## config.mk

```make
export PLATFORM = sky130hd
export DESIGN_NAME = irq_collector
export DESIGN_NICKNAME = d
export VERILOG_FILES = /design/src/rtl/irq_pkg.sv /design/src/rtl/irq_prio_enc.sv /design/src/rtl/irq_collector.sv
export SDC_FILE = /design/constraint.sdc
export NUM_CORES = 1
export LEC_CHECK = 0
export BUFFER_PORTS_ARGS = -buffer_cell sky130_fd_sc_hd__buf_2
export CORE_MARGIN = 2
export CORE_UTILIZATION = 39
export CTS_BUF_LIST = sky130_fd_sc_hd__clkbuf_16
export DETAILED_ROUTE_END_ITERATION = 10
export GPL_TIMING_DRIVEN = 0
export HOLD_SLACK_MARGIN = 0.15
export PLACE_DENSITY = 0.74
export SETUP_SLACK_MARGIN = 0.2
export SYNTH_ARGS = -nofsm -noshare
export SYNTH_HDL_FRONTEND = slang
export SYNTH_SLANG_ARGS = --single-unit
```

## constraint.sdc

```tcl
create_clock -name clk -period 1.1 [get_ports clk]
set_input_delay 0.22 -clock clk [delete_from_list [all_inputs] [get_ports clk]]
set_output_delay 0.22 -clock clk [all_outputs]
set_load 0.05 [all_outputs]
```

## src/rtl/irq_pkg.sv

```systemverilog
// Shared types and defaults for the interrupt collector.
package irq_pkg;

  localparam int DEF_NUM_SRC = 4;
  localparam int DEF_CNT_W   = 8;

  typedef enum logic [1:0] {
    IDLE  = 2'd0,
    REQ   = 2'd1,
    ACKED = 2'd2
  } irq_state_e;

  function automatic int id_width(input int n);
    return (n > 1) ? $clog2(n) : 1;
  endfunction

endpackage

```

## src/rtl/irq_prio_enc.sv

```systemverilog
// Lowest-index-first priority encoder over the eligible interrupt sources.
module irq_prio_enc #(
  parameter int NUM_SRC = 4,
  parameter int ID_W    = 2
) (
  input  logic [NUM_SRC-1:0] eligible_i,
  output logic               valid_o,
  output logic [ID_W-1:0]    idx_o
);

  // Scanning downwards lets the lowest set index overwrite all others.
  always_comb begin
    valid_o = 1'b0;
    idx_o   = '0;
    for (int i = NUM_SRC - 1; i >= 0; i--) begin
      if (eligible_i[i]) begin
        valid_o = 1'b1;
        idx_o   = ID_W'(i);
      end
    end
  end

endmodule

```

## src/rtl/irq_collector.sv

```systemverilog
// Collects timer irq edges into pending bits and serves them to the CPU by
// fixed priority over a req/ack handshake. IRQ_EVENT_COUNT_EN adds event counters.
//
//   state | meaning
//   IDLE  | no request outstanding, waiting for an eligible pending source
//   REQ   | irq_req high, irq_id frozen, waiting for ack
//   ACKED | pending bit cleared, waiting for ack to return low
module irq_collector
  import irq_pkg::*;
#(
  parameter int NUM_SRC = DEF_NUM_SRC,
  parameter int ID_W    = id_width(NUM_SRC),
  parameter int CNT_W   = DEF_CNT_W
) (
  input  logic                     clk,
  input  logic                     reset_n,
  input  logic [NUM_SRC-1:0]       src_irq,
  input  logic [NUM_SRC-1:0]       mask,
  output logic                     irq_req,
  output logic [ID_W-1:0]          irq_id,
  input  logic                     ack,
  output logic [NUM_SRC-1:0]       overrun,
  input  logic                     clr_overrun,
  output logic [NUM_SRC*CNT_W-1:0] evt_cnt
);

  irq_state_e         state_q, state_d;
  logic               irq_req_q, irq_req_d;
  logic [ID_W-1:0]    irq_id_q, irq_id_d;
  logic [NUM_SRC-1:0] src_prev_q;
  logic [NUM_SRC-1:0] pending_q, pending_d;
  logic [NUM_SRC-1:0] overrun_q, overrun_d;
  logic [NUM_SRC-1:0] rise, clr_vec, eligible, overrun_set;
  logic               win_vld;
  logic [ID_W-1:0]    win_id;
  logic               ack_take;

  assign rise     = src_irq & ~src_prev_q;
  assign eligible = pending_q & mask;

  irq_prio_enc #(
    .NUM_SRC (NUM_SRC),
    .ID_W    (ID_W)
  ) u_prio_enc (
    .eligible_i (eligible),
    .valid_o    (win_vld),
    .idx_o      (win_id)
  );

  always_comb begin
    state_d   = state_q;
    irq_req_d = irq_req_q;
    irq_id_d  = irq_id_q;
    ack_take  = 1'b0;
    case (state_q)
      IDLE: begin
        if (win_vld) begin
          state_d   = REQ;
          irq_req_d = 1'b1;
          irq_id_d  = win_id;
        end
      end
      REQ: begin
        if (ack) begin
          ack_take  = 1'b1;
          irq_req_d = 1'b0;
          state_d   = ACKED;
        end
      end
      ACKED: begin
        if (!ack) state_d = IDLE;
      end
      default: begin
        state_d   = IDLE;
        irq_req_d = 1'b0;
      end
    endcase
  end

  always_comb begin
    clr_vec = '0;
    for (int i = 0; i < NUM_SRC; i++) begin
      clr_vec[i] = ack_take && (irq_id_q == ID_W'(i));
    end
  end

  // A rise coinciding with its own clear re-arms pending without flagging overrun.
  assign overrun_set = rise & pending_q & ~clr_vec;
  assign pending_d   = (pending_q & ~clr_vec) | rise;
  assign overrun_d   = (clr_overrun ? '0 : overrun_q) | overrun_set;

  always_ff @(posedge clk or negedge reset_n) begin
    if (!reset_n) begin
      state_q    <= IDLE;
      irq_req_q  <= 1'b0;
      irq_id_q   <= '0;
      src_prev_q <= '1;
      pending_q  <= '0;
      overrun_q  <= '0;
    end else begin
      state_q    <= state_d;
      irq_req_q  <= irq_req_d;
      irq_id_q   <= irq_id_d;
      src_prev_q <= src_irq;
      pending_q  <= pending_d;
      overrun_q  <= overrun_d;
    end
  end

  assign irq_req = irq_req_q;
  assign irq_id  = irq_id_q;
  assign overrun = overrun_q;

`ifdef IRQ_EVENT_COUNT_EN
  logic [CNT_W-1:0] cnt_q [NUM_SRC];
  logic [CNT_W-1:0] cnt_d [NUM_SRC];

  always_comb begin
    for (int i = 0; i < NUM_SRC; i++) begin
      if (clr_overrun) begin
        cnt_d[i] = CNT_W'(rise[i]);
      end else if (rise[i] && (cnt_q[i] != '1)) begin
        cnt_d[i] = cnt_q[i] + 1'b1;
      end else begin
        cnt_d[i] = cnt_q[i];
      end
    end
  end

  always_ff @(posedge clk or negedge reset_n) begin
    if (!reset_n) begin
      for (int i = 0; i < NUM_SRC; i++) cnt_q[i] <= '0;
    end else begin
      for (int i = 0; i < NUM_SRC; i++) cnt_q[i] <= cnt_d[i];
    end
  end

  for (genvar g = 0; g < NUM_SRC; g++) begin : g_cnt_out
    assign evt_cnt[g*CNT_W +: CNT_W] = cnt_q[g];
  end
`else
  assign evt_cnt = '0;
`endif

endmodule

```

==> results.py, run 1 <==
metrics = {
    "sta": {
        "finalCritPeriodShare": 1.01,
        "period_needed_ns": 1.11,
        "hold_violations": 0,
        "setup-violations-final": 1,
        "fmax_mhz": 898,
        "rsz0062_at_grt": "yes",
        "worst_slack_ns": -0.0137,
        "drv_slew": 0,
        "worst_clock_skew_ns": 0.000519,
    },
    "die": {
        "die_h_microns": 53.0,
        "core_area_sq_um": 2230,
        "initial_utilization": 0.420,
        "io_pins": 51,
        "fp.dieW_microns": 53.0,
        "die-area_sq_um": 2810,
        "num_rows": 17,
    },
    "setup_path": {
        "cpMaxStageDelayCell": "dfrtp_1",
        "critPathKind": "register to register",
        "worstPathRequired_ns": 1.23,
        "crit_arrival_ns": 1.24,
        "crit_buf_inv": 0,
        "slowest_delay_ns": 0.41,
        "cp-startpoint": "pending_q[0]$_DFF_PN0_",
        "worstPathCellList": "a22oi_2 > a31oi_4 > or2_1",
        "r2r_slack_ns": -0.01,
        "endpoint_kind": "register",
        "rr_worst_depth": 3,
        "startpoint_type": "register",
        "rr_startpoint": "pending_q[0]$_DFF_PN0_",
        "path_max_fanout": 3,
        "cp.depth": 3,
        "worstReg2RegEnd": "state_q[0]$_DFFE_PN0P_",
        "cp-endpoint": "state_q[0]$_DFFE_PN0P_",
        "critPathTopFamily": "flip-flops",
    },
    "clock_tree": {
        "cts_tree": "built",
        "cts.sinks": 17,
        "cts_buffer_depth": 2,
        "clkSlewWorstSetupHoldPaths_ns": 0.05,
        "root_buffer": "clkbuf_16",
        "insertion_delay_ns": 0.25,
        "htreeDepth": 1,
        "numCtsBuffers": 3,
    },
    "yosys": {
        "ys_warn_count": 0,
        "synth.distinct_cells": 23,
        "ys_seq_area_frac": 0.459,
        "syn_avg_cell_area_sq_um": 10.2,
        "synth_area_sq_um": 937,
        "synth_cells": 92,
        "ys_seq_elements": 17,
    },
    "drt": {
        "detail-route-antenna-nets": 0,
        "drtIter0Drc": 6,
        "wl_per_cell_microns": 11.1,
        "drc": 0,
        "routed_wl_microns": 2070,
        "via_count": 741,
        "dr.pass1.iters": 4,
        "via_per_inst": 3.98,
    },
    "outcome": {
        "violations": "setup timing",
        "outcome": "finished with violations",
    },
    "hold_path": {
        "worstHoldStart": "src_irq[0]",
        "worstHoldPathType": "input pin to register",
    },
    "global_route": {
        "grt_overflow": 0,
        "antenna_found_initial": 0,
        "grt_max_degree": 18,
        "grtUsageTotal": 0.162,
        "grt_pass1_vias": 715,
        "grt_pass1_wl_microns": 3150,
    },
    "pwr": {
        "vdd_drop_max_mv": 1.53,
        "power_leakage_uw": 0.000778,
        "power_density_nw_per_um2": 2400,
    },
    "placement": {
        "port_buffers": 18,
        "gp_congestion": 0.665,
        "place_inst": 169,
        "pre_cts_ws_ns": -0.0604,
        "dp.final_hpwl_microns": 1400,
        "place_area_sq_um": 1180,
    },
    "layout": {
        "layout_common_cells": "38 x buf_4, 32 x conb_1, 11 x buf_2, 9 x dfrtp_1",
        "final_common_cell": "buf_4",
        "stdcell_count": 186,
        "fin_nets": 171,
        "syn_to_final_growth_pct": 59.7,
        "fin_area_sq_um": 1500,
        "drive_gt1_frac": 0.525,
        "diodes": 0,
    },
    "job": {
        "maxCapViolations": 0,
    },
}
[repair_timing]
action / CTS / global route
endpoints found under the hold margin: 17 / 0
gates resized for setup: 29 / 4
hold buffers: 5 / 0
pin swaps: 9 / 6
setup endpoints to repair: 20 / 20
gates cloned: 0 / 0
setup buffers: 7 / 1
[how the worst min path moves through the flow]
stage / end / slack, ns / depth (start not counted)
after global placement: overrun[2]$_DFF_PN0_ / 0.15 / 1
after floorplan: irq_id[0]$_DFFE_PN0P_ / -0.08 / 0
after detailed placement: overrun[2]$_DFF_PN0_ / 0.16 / 1
final: pending_q[0]$_DFF_PN0_ / 0.21 / 3
after global routing: pending_q[0]$_DFF_PN0_ / 0.22 / 3
after CTS: pending_q[1]$_DFF_PN0_ / 0.21 / 3
[cells in the mapped netlist]
library cell / instances / area, sq um
o22a_1: 1 / 8.76
nand2_1: 7 / 26.3
conb_1: 1 / 3.75
nor3b_1: 1 / 7.51
dfrtp_1: 13 / 325
dfstp_2: 4 / 105
a211oi_1: 1 / 7.51
o21ai_1: 3 / 15.0
and2_1: 1 / 6.26
nand2b_1: 4 / 25.0
o22ai_1: 4 / 25.0
a21oi_1: 3 / 15.0
buf_4: 32 / 240
a31oi_4: 1 / 21.3
or2_1: 1 / 6.26
nand4b_1: 1 / 8.76
nand4bb_1: 1 / 11.3
or2_4: 1 / 8.76
inv_1: 5 / 18.8
o21ai_0: 3 / 15.0
a22oi_2: 1 / 12.5
a21o_1: 2 / 15.0
xor2_1: 1 / 8.76
[layout make-up]
cell class	instances	area [sq um]
clock buffer	3	75.1
multi-input combinational	69	429
inverter	5	18.8
clock inverter	1	3.75
tap	28	35.0
fill	183	737
timing repair buffer	31	259
sequential	17	435
buffer	32	240
[registers in the layout, indices dropped and copies added (netlist names)]
signal	flops
overrun	4
src_prev_q	4
irq_id	2
irq_req	1
pending_q	4
state_q	2
[through the flow]
stage / utilization / TNS (ns) / power [uW] / hold WS, ns
2_1_floorplan: - / 0 / 2030 / -0.0756
3_3_place_gp: 0.529 / -0.0300 / 2230 / 0.150
3_5_place_dp: 0.529 / -0.135 / 2280 / 0.159
4_1_cts: 0.657 / -0.0136 / 3490 / 0.213
5_1_grt: 0.670 / -0.116 / 3760 / 0.224
6_report: 0.670 / -0.0137 / 3600 / 0.206
[per-layer routing]
layer,vias to the layer above,part of all wire,global-route usage
met5,-,0,0
met4,0,0.014,0.0897
met1,329,0.36,0.177
li1,372,-,-
met2,37,0.53,0.288
met3,3,0.088,0.0339
[kinds of logic after synthesis]
logic type | count (synthesis) | synth area share
AND/OR/NAND/NOR | 17 | 0.107
XOR/XNOR | 1 | 0.00935
flip-flops | 17 | 0.459
buffers and inverters | 37 | 0.276
AO/OA/AOI/OAI | 19 | 0.144
other | 1 | 0.00400
[power by group]
group	switching [uW]	total, uW	internal, uW
clock network	236	719	483
registers	193	1020	832
logic	1070	1850	781
total	1500	3600	2100
[worst reg2reg max path: stages, from the launching register on]
cell and delay [ns]:
dfrtp_1 0.41, a22oi_2 0.24, a31oi_4 0.13, or2_1 0.22
No activity file was read; power rests on OpenSTA's default activity.
==> run 2, diff against run 1 <==
BUFFER_PORTS_ARGS = -buffer_cell sky130_fd_sc_hd__clkbuf_2   (was -buffer_cell sky130_fd_sc_hd__buf_2)
==> results.py, run 2 (same netlist as run 1, synthesis figures left out) <==
metrics = {
    "die": {
        "die-area_sq_um": 2810,
        "die_h_microns": 53.0,
        "num_rows": 17,
        "io_pins": 51,
        "fp.dieW_microns": 53.0,
        "core_area_sq_um": 2230,
        "initial_utilization": 0.420,
    },
    "drt": {
        "drc": 0,
        "wl_per_cell_microns": 11.1,
        "via_per_inst": 4.05,
        "via_count": 754,
        "routed_wl_microns": 2060,
        "drtIter0Drc": 11,
        "detail-route-antenna-nets": 0,
        "dr.pass1.iters": 4,
    },
    "layout": {
        "final_util": 0.679,
        "diodes": 0,
        "fin_area_sq_um": 1520,
        "regArea_sq_um": 435,
        "multi_input_area_sq_um": 417,
        "final_common_cell": "buf_4",
        "drive_gt1_frac": 0.519,
        "syn_to_final_growth_pct": 61.8,
        "n_fill_cell": 192,
        "layout_common_cells": "37 x buf_4, 32 x conb_1, 11 x clkbuf_2, 9 x dfrtp_1, 7 x nand2_1",
        "fin_nets": 171,
    },
    "sta": {
        "fmax_mhz": 886,
        "period_needed_ns": 1.13,
        "hold_violations": 0,
        "worst_clock_skew_ns": 0.00134,
        "finalCritPeriodShare": 1.03,
        "setup-violations-final": 1,
        "fin_setup_tns_ns": -0.0288,
        "worst_slack_ns": -0.0288,
        "rsz0062_at_grt": "yes",
        "drv_slew": 0,
        "hold_slack_ns": 0.210,
    },
    "setup_path": {
        "cpMaxStageDelayCell": "dfrtp_1",
        "worstPathRequired_ns": 1.23,
        "crit_arrival_ns": 1.26,
        "startpoint_type": "register",
        "slowest_delay_ns": 0.41,
        "rr_worst_depth": 3,
        "worstReg2RegEnd": "state_q[0]$_DFFE_PN0P_",
        "worstPathCellList": "a22oi_2 > a31oi_4 > or2_1",
        "endpoint_kind": "register",
        "rr_startpoint": "pending_q[0]$_DFF_PN0_",
        "path_max_fanout": 3,
        "cp-endpoint": "state_q[0]$_DFFE_PN0P_",
        "critPathKind": "register to register",
        "cp-startpoint": "pending_q[0]$_DFF_PN0_",
        "r2r_slack_ns": -0.03,
    },
    "placement": {
        "gp_congestion": 0.667,
        "dp.final_hpwl_microns": 1440,
        "port_buffers": 18,
        "place_area_sq_um": 1180,
    },
    "global_route": {
        "grt_pass1_wl_microns": 3200,
        "grt_pass1_vias": 716,
        "grt_max_degree": 18,
        "antenna_found_initial": 0,
        "grt_overflow": 0,
        "grtUsageTotal": 0.163,
    },
    "clock_tree": {
        "cts_tree": "built",
        "cts.sinks": 17,
        "htreeDepth": 1,
        "cts_buffer_depth": 2,
        "clkSlewWorstSetupHoldPaths_ns": 0.05,
        "numCtsBuffers": 3,
        "root_buffer": "clkbuf_16",
        "insertion_delay_ns": 0.25,
    },
    "pwr": {
        "power_density_nw_per_um2": 2390,
        "power_uw": 3630,
        "power_leakage_uw": 0.000791,
        "vdd_drop_max_mv": 1.89,
    },
    "hold_path": {
        "worstHoldPathType": "input pin to register",
    },
    "outcome": {
        "outcome": "finished with violations",
        "violations": "setup timing",
    },
    "job": {
        "maxCapViolations": 0,
    },
}
run 2: worst min path at each step:
stage,startpoint,to,slack (ns),cells after the start
after global routing,src_irq[0],pending_q[0]$_DFF_PN0_,0.22,3
after floorplan,reset_n,irq_id[0]$_DFFE_PN0P_,-0.08,0
after detailed placement,reset_n,overrun[2]$_DFF_PN0_,0.18,1
final,src_irq[0],pending_q[0]$_DFF_PN0_,0.21,3
after global placement,reset_n,overrun[2]$_DFF_PN0_,0.16,1
after CTS,src_irq[0],pending_q[0]$_DFF_PN0_,0.22,3
run 2: cell type report:
cell class,instances,share of cell area
tap,28,0.0231
multi-input combinational,69,0.275
inverter,5,0.0124
clock buffer,3,0.0495
buffer,32,0.158
clock inverter,1,0.00248
timing repair buffer,31,0.192
sequential,17,0.287
run 2: timing repair:
item / 4_1_cts / 5_1_grt
pin swaps: 9 / 6
gates resized for setup: 29 / 8
setup buffers: 7 / 1
gates cloned: 0 / 0
hold buffers: 5 / 0
endpoints found under the setup margin: 19 / 20
hold endpoints to repair: 17 / 0
run 2: metrics by stage:
step                      setup WS (ns)  instances
final                           -0.0288        186
after CTS                       -0.0163        185
after global routing            -0.0809        186
after floorplan                 0.00750        123
after global placement          -0.0285        169
after detailed placement        -0.0981        169
run 2: report_power, final:
group	switching (uW)	internal (uW)
clock	236	483
combinational	1030	835
sequential	210	832
total	1480	2150
run 2: worst max-delay path: cells and delay by family (launching register included):
family	cells	cell delay, ns
simple gates	1	0.22
compound gates	2	0.38
flops	1	0.41
run 2: per-layer routing:
| metal | track usage | wire length (microns) | vias to the layer above |
|---|---|---|---|
| met4 | 0.0897 | 48 | 0 |
| met3 | 0.0395 | 181 | 7 |
| li1 | - | - | 371 |
| met1 | 0.186 | 783 | 334 |
| met2 | 0.277 | 1050 | 42 |
| met5 | 0 | 0 | - |
